## config.mk

```make
export PLATFORM = sky130hd
export DESIGN_NAME = serial_subtractor_flat
export DESIGN_NICKNAME = d
export VERILOG_FILES = /design/src/rtl/serial_subtractor_if.sv /design/src/rtl/serial_subtractor.sv /design/src/flat_wrapper.sv
export SDC_FILE = /design/constraint.sdc
export NUM_CORES = 1
export LEC_CHECK = 0
export ABC_AREA = 1
export CELL_PAD_IN_SITES_DETAIL_PLACEMENT = 0
export CELL_PAD_IN_SITES_GLOBAL_PLACEMENT = 1
export CORE_ASPECT_RATIO = 0.9
export CORE_MARGIN = 2
export CORE_UTILIZATION = 35
export DETAILED_ROUTE_END_ITERATION = 6
export HOLD_SLACK_MARGIN = 0.08
export PLACE_DENSITY = 0.79
export SLEW_MARGIN = 10
export SYNTH_ARGS = -nofsm -noshare
export SYNTH_HDL_FRONTEND = slang
export SYNTH_SLANG_ARGS = --single-unit
```

## constraint.sdc

```tcl
create_clock -name clk -period 1.2 [get_ports clk]
set_input_delay 0.36 -clock clk [delete_from_list [all_inputs] [get_ports clk]]
set_output_delay 0.36 -clock clk [all_outputs]
set_load 0.02 [all_outputs]
```

## src/rtl/serial_subtractor_if.sv

```systemverilog
// Handshake and operand/result bundle for the bit-serial subtractor.
// The master side issues operands; the slave side returns the result and flags.
interface serial_subtractor_if #(
    parameter int WIDTH = 8
);
    logic             start;
    logic [WIDTH-1:0] a;
    logic [WIDTH-1:0] b;
    logic             busy;
    logic             done;
    logic [WIDTH-1:0] diff;
    logic             borrow;
    logic             overflow;

    modport master (
        output start, a, b,
        input  busy, done, diff, borrow, overflow
    );

    modport slave (
        input  start, a, b,
        output busy, done, diff, borrow, overflow
    );
endinterface

```

## src/rtl/serial_subtractor.sv

```systemverilog
// Bit-serial a - b, LSB first, one bit per clock, with a registered borrow.
// Result, final borrow and signed overflow register on the completing edge and hold until the next one.
module serial_subtractor #(
    parameter int WIDTH = 8
) (
    input  logic                clk,
    input  logic                rst_n,
    serial_subtractor_if.slave  bus
);
    localparam int CW = (WIDTH > 1) ? $clog2(WIDTH) : 1;

    typedef enum logic [1:0] {S_IDLE, S_RUN, S_DONE} state_t;

    state_t           r_state, w_next;
    logic [WIDTH-1:0] r_a, r_b, r_res, r_diff;
    logic [CW-1:0]    r_cnt;
    logic             r_br, r_borrow, r_ovf, r_amsb, r_bmsb;
    logic             w_ai, w_bi, w_d, w_br_nxt, w_last, w_accept;

    assign w_ai     = r_a[0];
    assign w_bi     = r_b[0];
    assign w_d      = w_ai ^ w_bi ^ r_br;
    assign w_br_nxt = (~w_ai & w_bi) | (~(w_ai ^ w_bi) & r_br);
    assign w_last   = (r_state == S_RUN) && (r_cnt == CW'(WIDTH - 1));
    // DONE behaves like IDLE for acceptance, which is what gives back-to-back issue.
    assign w_accept = (r_state != S_RUN) && bus.start;

    always_ff @(posedge clk or negedge rst_n) begin
        if (!rst_n) r_state <= S_IDLE;
        else        r_state <= w_next;
    end

    always_comb begin
        w_next   = r_state;
        bus.busy = 1'b0;
        bus.done = 1'b0;
        case (r_state)
            S_IDLE: w_next = bus.start ? S_RUN : S_IDLE;
            S_RUN: begin
                bus.busy = 1'b1;
                if (w_last) w_next = S_DONE;
            end
            S_DONE: begin
                bus.done = 1'b1;
                w_next   = bus.start ? S_RUN : S_IDLE;
            end
            default: w_next = S_IDLE;
        endcase
    end

    always_ff @(posedge clk or negedge rst_n) begin
        if (!rst_n) begin
            r_a      <= '0;
            r_b      <= '0;
            r_res    <= '0;
            r_diff   <= '0;
            r_cnt    <= '0;
            r_br     <= 1'b0;
            r_borrow <= 1'b0;
            r_ovf    <= 1'b0;
            r_amsb   <= 1'b0;
            r_bmsb   <= 1'b0;
        end else if (w_accept) begin
            r_a    <= bus.a;
            r_b    <= bus.b;
            r_amsb <= bus.a[WIDTH-1];
            r_bmsb <= bus.b[WIDTH-1];
            r_res  <= '0;
            r_br   <= 1'b0;
            r_cnt  <= '0;
        end else if (r_state == S_RUN) begin
            r_a   <= r_a >> 1;
            r_b   <= r_b >> 1;
            r_res <= {w_d, r_res[WIDTH-1:1]};
            r_br  <= w_br_nxt;
            if (w_last) begin
                // w_d is the result MSB, so overflow needs no wait for r_res to settle.
                r_diff   <= {w_d, r_res[WIDTH-1:1]};
                r_borrow <= w_br_nxt;
                r_ovf    <= (r_amsb != r_bmsb) && (w_d != r_amsb);
            end else begin
                r_cnt <= r_cnt + CW'(1);
            end
        end
    end

    assign bus.diff     = r_diff;
    assign bus.borrow   = r_borrow;
    assign bus.overflow = r_ovf;
endmodule

```

## src/flat_wrapper.sv

```systemverilog
// flat-port wrapper written by rule: the top's interface ports become plain ports
module serial_subtractor_flat 
#(
    parameter int WIDTH = 8
)
  (clk, rst_n, bus_start, bus_a, bus_b, bus_busy, bus_done, bus_diff, bus_borrow, bus_overflow);
  serial_subtractor_if #(.WIDTH(WIDTH)) bus_i ();
  input  logic clk;
  input  logic rst_n;
  input wire logic [$bits(bus_i.start)-1:0] bus_start;
  input wire logic [$bits(bus_i.a)-1:0] bus_a;
  input wire logic [$bits(bus_i.b)-1:0] bus_b;
  output wire logic [$bits(bus_i.busy)-1:0] bus_busy;
  output wire logic [$bits(bus_i.done)-1:0] bus_done;
  output wire logic [$bits(bus_i.diff)-1:0] bus_diff;
  output wire logic [$bits(bus_i.borrow)-1:0] bus_borrow;
  output wire logic [$bits(bus_i.overflow)-1:0] bus_overflow;
  assign bus_i.start = bus_start;
  assign bus_i.a = bus_a;
  assign bus_i.b = bus_b;
  assign bus_busy = bus_i.busy;
  assign bus_done = bus_i.done;
  assign bus_diff = bus_i.diff;
  assign bus_borrow = bus_i.borrow;
  assign bus_overflow = bus_i.overflow;
  serial_subtractor #(.WIDTH(WIDTH)) u_core (.clk(clk), .rst_n(rst_n), .bus(bus_i));
endmodule
```

Yosys cells after proc, flatten, opt, wreduce, memory -nomap -nowiden
Cells that the tools add are included.
{ "word_totals": {"elab_cells": 52, "reg_bits": 42} }
{ "classes": {"add_sub_neg": 1, "bitwise_logic": 8, "n_reduce_logical": 8, "n_mux": 16, "n_eq_ne": 8} }
{ "ops": {"columns": ["cell", "n"], "rows": [
  ["$mux 8", 6],
  ["$mux 3", 3],
  ["$mux 1", 5],
  ["$ne 2x1->1 const B", 2],
  ["$pmux 2 s2", 1],
  ["$add 3x1->3 const B", 1],
  ["$eq 3x3->1 const B", 1],
  ["$logic_and 1x1->1", 3],
  ["$not 1->1", 3],
  ["$reduce_and 3->1", 1],
  ["$and 1x1->1", 2],
  ["$eq 2x1->1 const B", 1],
  ["$eq 2x2->1 const B", 1],
  ["$logic_not 2->1", 1],
  ["$mux 2", 1],
  ["$ne 1x1->1", 2],
  ["$ne 2x2->1 const B", 1],
  ["$reduce_and 2->1", 1],
  ["$reduce_bool 2->1", 1],
  ["$reduce_or 2->1", 1],
  ["$xor 1x1->1", 2],
  ["$or 1x1->1", 1]
]} }

Logic depth before layout (Yosys ltp)
{ "depth": {"ltp_word": 6, "mapped_depth": 7, "ltp_nobuf": 7} }

Worst setup path after synthesis
No wires, ideal clock.
{ "synth_path": {"path_type": "flip-flop to flip-flop", "from": "register u_core.r_br", "to": "register u_core.r_ovf (netlist: u_core.bus.overflow)", "setup_slack_ns": -0.079, "t_arrival_ns": 1.163, "stages_incl_launch_ff": 8, "synth_period_minus_slack_ns": 1.279, "setup_time_ns": 0.116, "required_time_ns": 1.084, "cell_sequence": "dfrtp_1 -> inv_1 -> fa_1 -> inv_1 -> nand3_1 -> nand2_1 -> nand2_1 -> nand2_1"} }
{ "synth_via": {"elab_chain_cells": 3} }
{ "synth_lines": {"columns": ["element", "line_no", "text"], "rows": [
  ["from (decl)", "serial_subtractor.sv:17", "logic r_br, r_borrow, r_ovf, r_amsb, r_bmsb;"],
  ["from (signal assigned)", "serial_subtractor.sv:75", "r_br <= w_br_nxt;"],
  ["$xor 1x1->1", "serial_subtractor.sv:22", "assign w_d = w_ai ^ w_bi ^ r_br;"],
  ["via u_core.w_d", "serial_subtractor.sv:18", "logic w_ai, w_bi, w_d, w_br_nxt, w_last, w_accept;"],
  ["$ne 1x1->1", "serial_subtractor.sv:80", "r_ovf <= (r_amsb != r_bmsb) && (w_d != r_amsb);"],
  ["$logic_and 1x1->1", "serial_subtractor.sv:80", null],
  ["to (signal assigned)", "serial_subtractor.sv:80", null],
  ["to (decl)", "serial_subtractor.sv:17", null]
]} }
The timed path passes the listed nets, and every way through them passes these cells.
A chain may end at the register's enable or synchronous reset.

Final worst setup path
{ "layout_path": {"from": "register u_core.r_state[1]", "to": "output port bus_done"} }
{ "layout_via": {"elab_chain_cells": 2} }
{ "layout_lines": {"columns": ["element", "line_no", "text"], "rows": [
  ["from (decl)", "serial_subtractor.sv:14", "state_t r_state, w_next;"],
  ["from (signal assigned)", "serial_subtractor.sv:30", "else r_state <= w_next;"],
  ["$eq 2x2->1", "serial_subtractor.sv:37", "case (r_state)"],
  ["$mux 1", "serial_subtractor.sv:37", null],
  ["to (decl)", "flat_wrapper.sv:14", "output wire logic [$bits(bus_i.done)-1:0] bus_done;"]
]} }
No other way between the ends.

==> run metrics <==
Ports 31; Max H-tree Level 2; Syn Area/Cell 8.96 µm²; Final Skew 8.26 ps; Synth warnings 0; Remaining DRCs 0; Critical R2R Launch u_core.r_br$_DFFE_PN0P_; Setup crit end bus_done; crit path launch type flip-flop; Setup CP Type flip-flop to output port; # port buffers 30; CTS tree yes; GPL Wtd Cong just over 0.7; initial DRC count about 200; crit-path max FO 3; drt total wl 4130 µm; Design Power slightly above 7 mW; status finished, violations left; Arr. time, crit path roughly 1000 ps; CORE AREA about 0.0049 mm²; CTS Buffer Depth 2; CP required approximately 840 ps; most frequent cells in the layout nand3_1, nand2_1, dfrtp_1; Max Clk Rate between 0.7 and 0.8 GHz; CP Capture Type output port; setup violators final 19; GR Util met2 between 20% and 30%; worst reg-to-reg path cell count 7; FF+latch count, synth a little over 40; met1 Use GR approximately 22%; Worst IR Drop VDD 0.00125 V; Total Routing Usage GR between 10% and 20%; Post-DRT Antenna Nets 0; dpl cells a little over 300; Via-to-Cell Ratio 4.73; Num Clock Sinks 41; first-pass GRT wire length 6820 µm; Distinct cells, synth 17; Die Y between 70 and 80 µm; Routed wire per std cell between 10 and 15 µm; layer carrying the most global-route usage met2; syn nets between 200 and 250; DR vias about 1600; DP HPWL 2580 µm; worst hold-check path type input pin to async pin; Tmin final about 1400 ps; Pre-antenna DRT Iters 4; Post-Syn Instances slightly below 200; number of global-route vias before repair ~1400; final slew viol count 0; Final Worst Setup Slack -182 ps; CP startpoint u_core.r_state[1]$_DFFE_PN0P_; initial antenna violation count 0; final hold vios 0; pin count of the biggest net entering global routing 32; Die Wd around 80 µm; clock root buffer clkbuf_8; Worst-Skew Late Latency between 200 and 300 ps; total gr overflow 0; Layout area overhead 54.7%; M3 GR Usage between 3 and 4%; Pwr per Cell Area between 2000 and 3000 mW/mm²; worst reg2reg setup slack -180 ps; number of max-cap violations 0; Post-Layout Cell Count between 300 and 400; max_slew headroom between 80% and 90%; Reg clk slew, reported paths 90 ps; R2R Path End u_core.bus.overflow$_DFFE_PN0P_; fraction of layout cells with a size suffix above 1 roughly a third; full die area 0.00563 mm²; diode count 0; Final nets roughly 290; Leakage around 1.3 nW; CTS Buf Count 5; Layout Utilization between 50% and 60%; cell row count 24; violated checks setup timing; RSZ-0062 raised after global routing yes; commonest non-fill, non-tap cell in the layout nand3_1; Seq/Total Area, Yosys between 50% and 60%; fin crit share 115%; Slew @ Worst Pin ~280 ps; initial core utilization 36.3%; Mapped Area about 0.0018 mm²
-- cell type report --
cell class | instances | area, µm²
fill | 436 | 2130
sequential | 41 | 1030
multi-input combinational | 127 | 728
inverter | 20 | 77.6
tap | 65 | 81.3
timing repair buffer | 68 | 703
clock inverter | 3 | 46.3
clock buffer | 5 | 68.8
-- cells by family after synthesis --
logic type / Yosys count / share of synthesized area, %
and+or+nand+nor: 106 / 26.8
DFF: 41 / 58.1
buffers and inverters: 29 / 7.44
AOI/OAI and AO/OA: 18 / 5.10
adders and majority gates: 3 / 2.55
-- sequential cells by signal, indices dropped and copies added, names as in the netlist, 2 cells and up --
register	flops
u_core.r_res	7
u_core.r_a	8
u_core.bus.diff	8
u_core.r_b	8
u_core.r_state	2
u_core.r_cnt	3
-- repair_timing --
action	4_1_cts	5_1_grt
buffers inserted	10	3
endpoints found under the setup margin	28	51
gates cloned	3	0
pin swaps	2	2
endpoints found under the hold margin	10	0
resized for setup	91	28
hold buffers	1	0
-- critical path: stages, from the launching register on --
cell and delay (ps):
dfrtp_1 400, inv_2 80, nor2_1 100, buf_4 150
-- cell usage after synthesis --
master / n / share of area (%)
ha_1: 2 / 1.4
nand2_1: 52 / 11
dfrtp_1: 41 / 58
clkbuf_1: 1 / 0.21
inv_1: 19 / 4.0
inv_2: 1 / 0.21
buf_2: 5 / 1.4
clkbuf_2: 1 / 0.28
or2_2: 1 / 0.35
nand3_1: 48 / 14
buf_6: 2 / 1.3
nor2_1: 2 / 0.43
nor2_4: 1 / 0.64
fa_1: 1 / 1.1
o21ai_0: 8 / 2.3
nand2_2: 2 / 0.71
o21ai_1: 10 / 2.8
-- stage by stage --
step	hold slack, ps	worst slack (ps)	setup TNS [ps]	cell area, µm²
global route	476	-238	-3790	2730
global placement	253	-317	-8900	2280
floorplan	64.4	-79.1	-79.1	1770
finish	468	-182	-1070	2730
detailed placement	251	-313	-8920	2280
CTS	466	-193	-1040	2630
-- power breakdown --
part           leakage (nW)  internal (mW)  switching [mW]  total, mW
Sequential            0.524           1.97           0.357       2.33
Clock                0.0543          0.623           0.503       1.13
Combinational         0.751           1.85            1.75       3.59
Total                  1.33           4.44            2.60       7.04
-- worst min-delay path by stage --
stage	start	end	slack, ps	depth (start not counted)
6_report	rst_n	u_core.bus.diff[3]$_DFFE_PN0P_	470	2
2_1_floorplan	rst_n	u_core.bus.borrow$_DFFE_PN0P_	60	0
5_1_grt	rst_n	u_core.bus.diff[4]$_DFFE_PN0P_	480	2
3_5_place_dp	rst_n	u_core.bus.diff[3]$_DFFE_PN0P_	250	1
4_1_cts	rst_n	u_core.bus.diff[3]$_DFFE_PN0P_	470	2
3_3_place_gp	rst_n	u_core.bus.diff[3]$_DFFE_PN0P_	250	1
-- routing by layer --
layer | vias to the layer above | routed length, µm
li1 | 775 | -
met5 | - | 0
met2 | 24 | 1860
met1 | 750 | 2110
met4 | 0 | 36
met3 | 6 | 115
No activity file was read; power rests on OpenSTA's default activity.
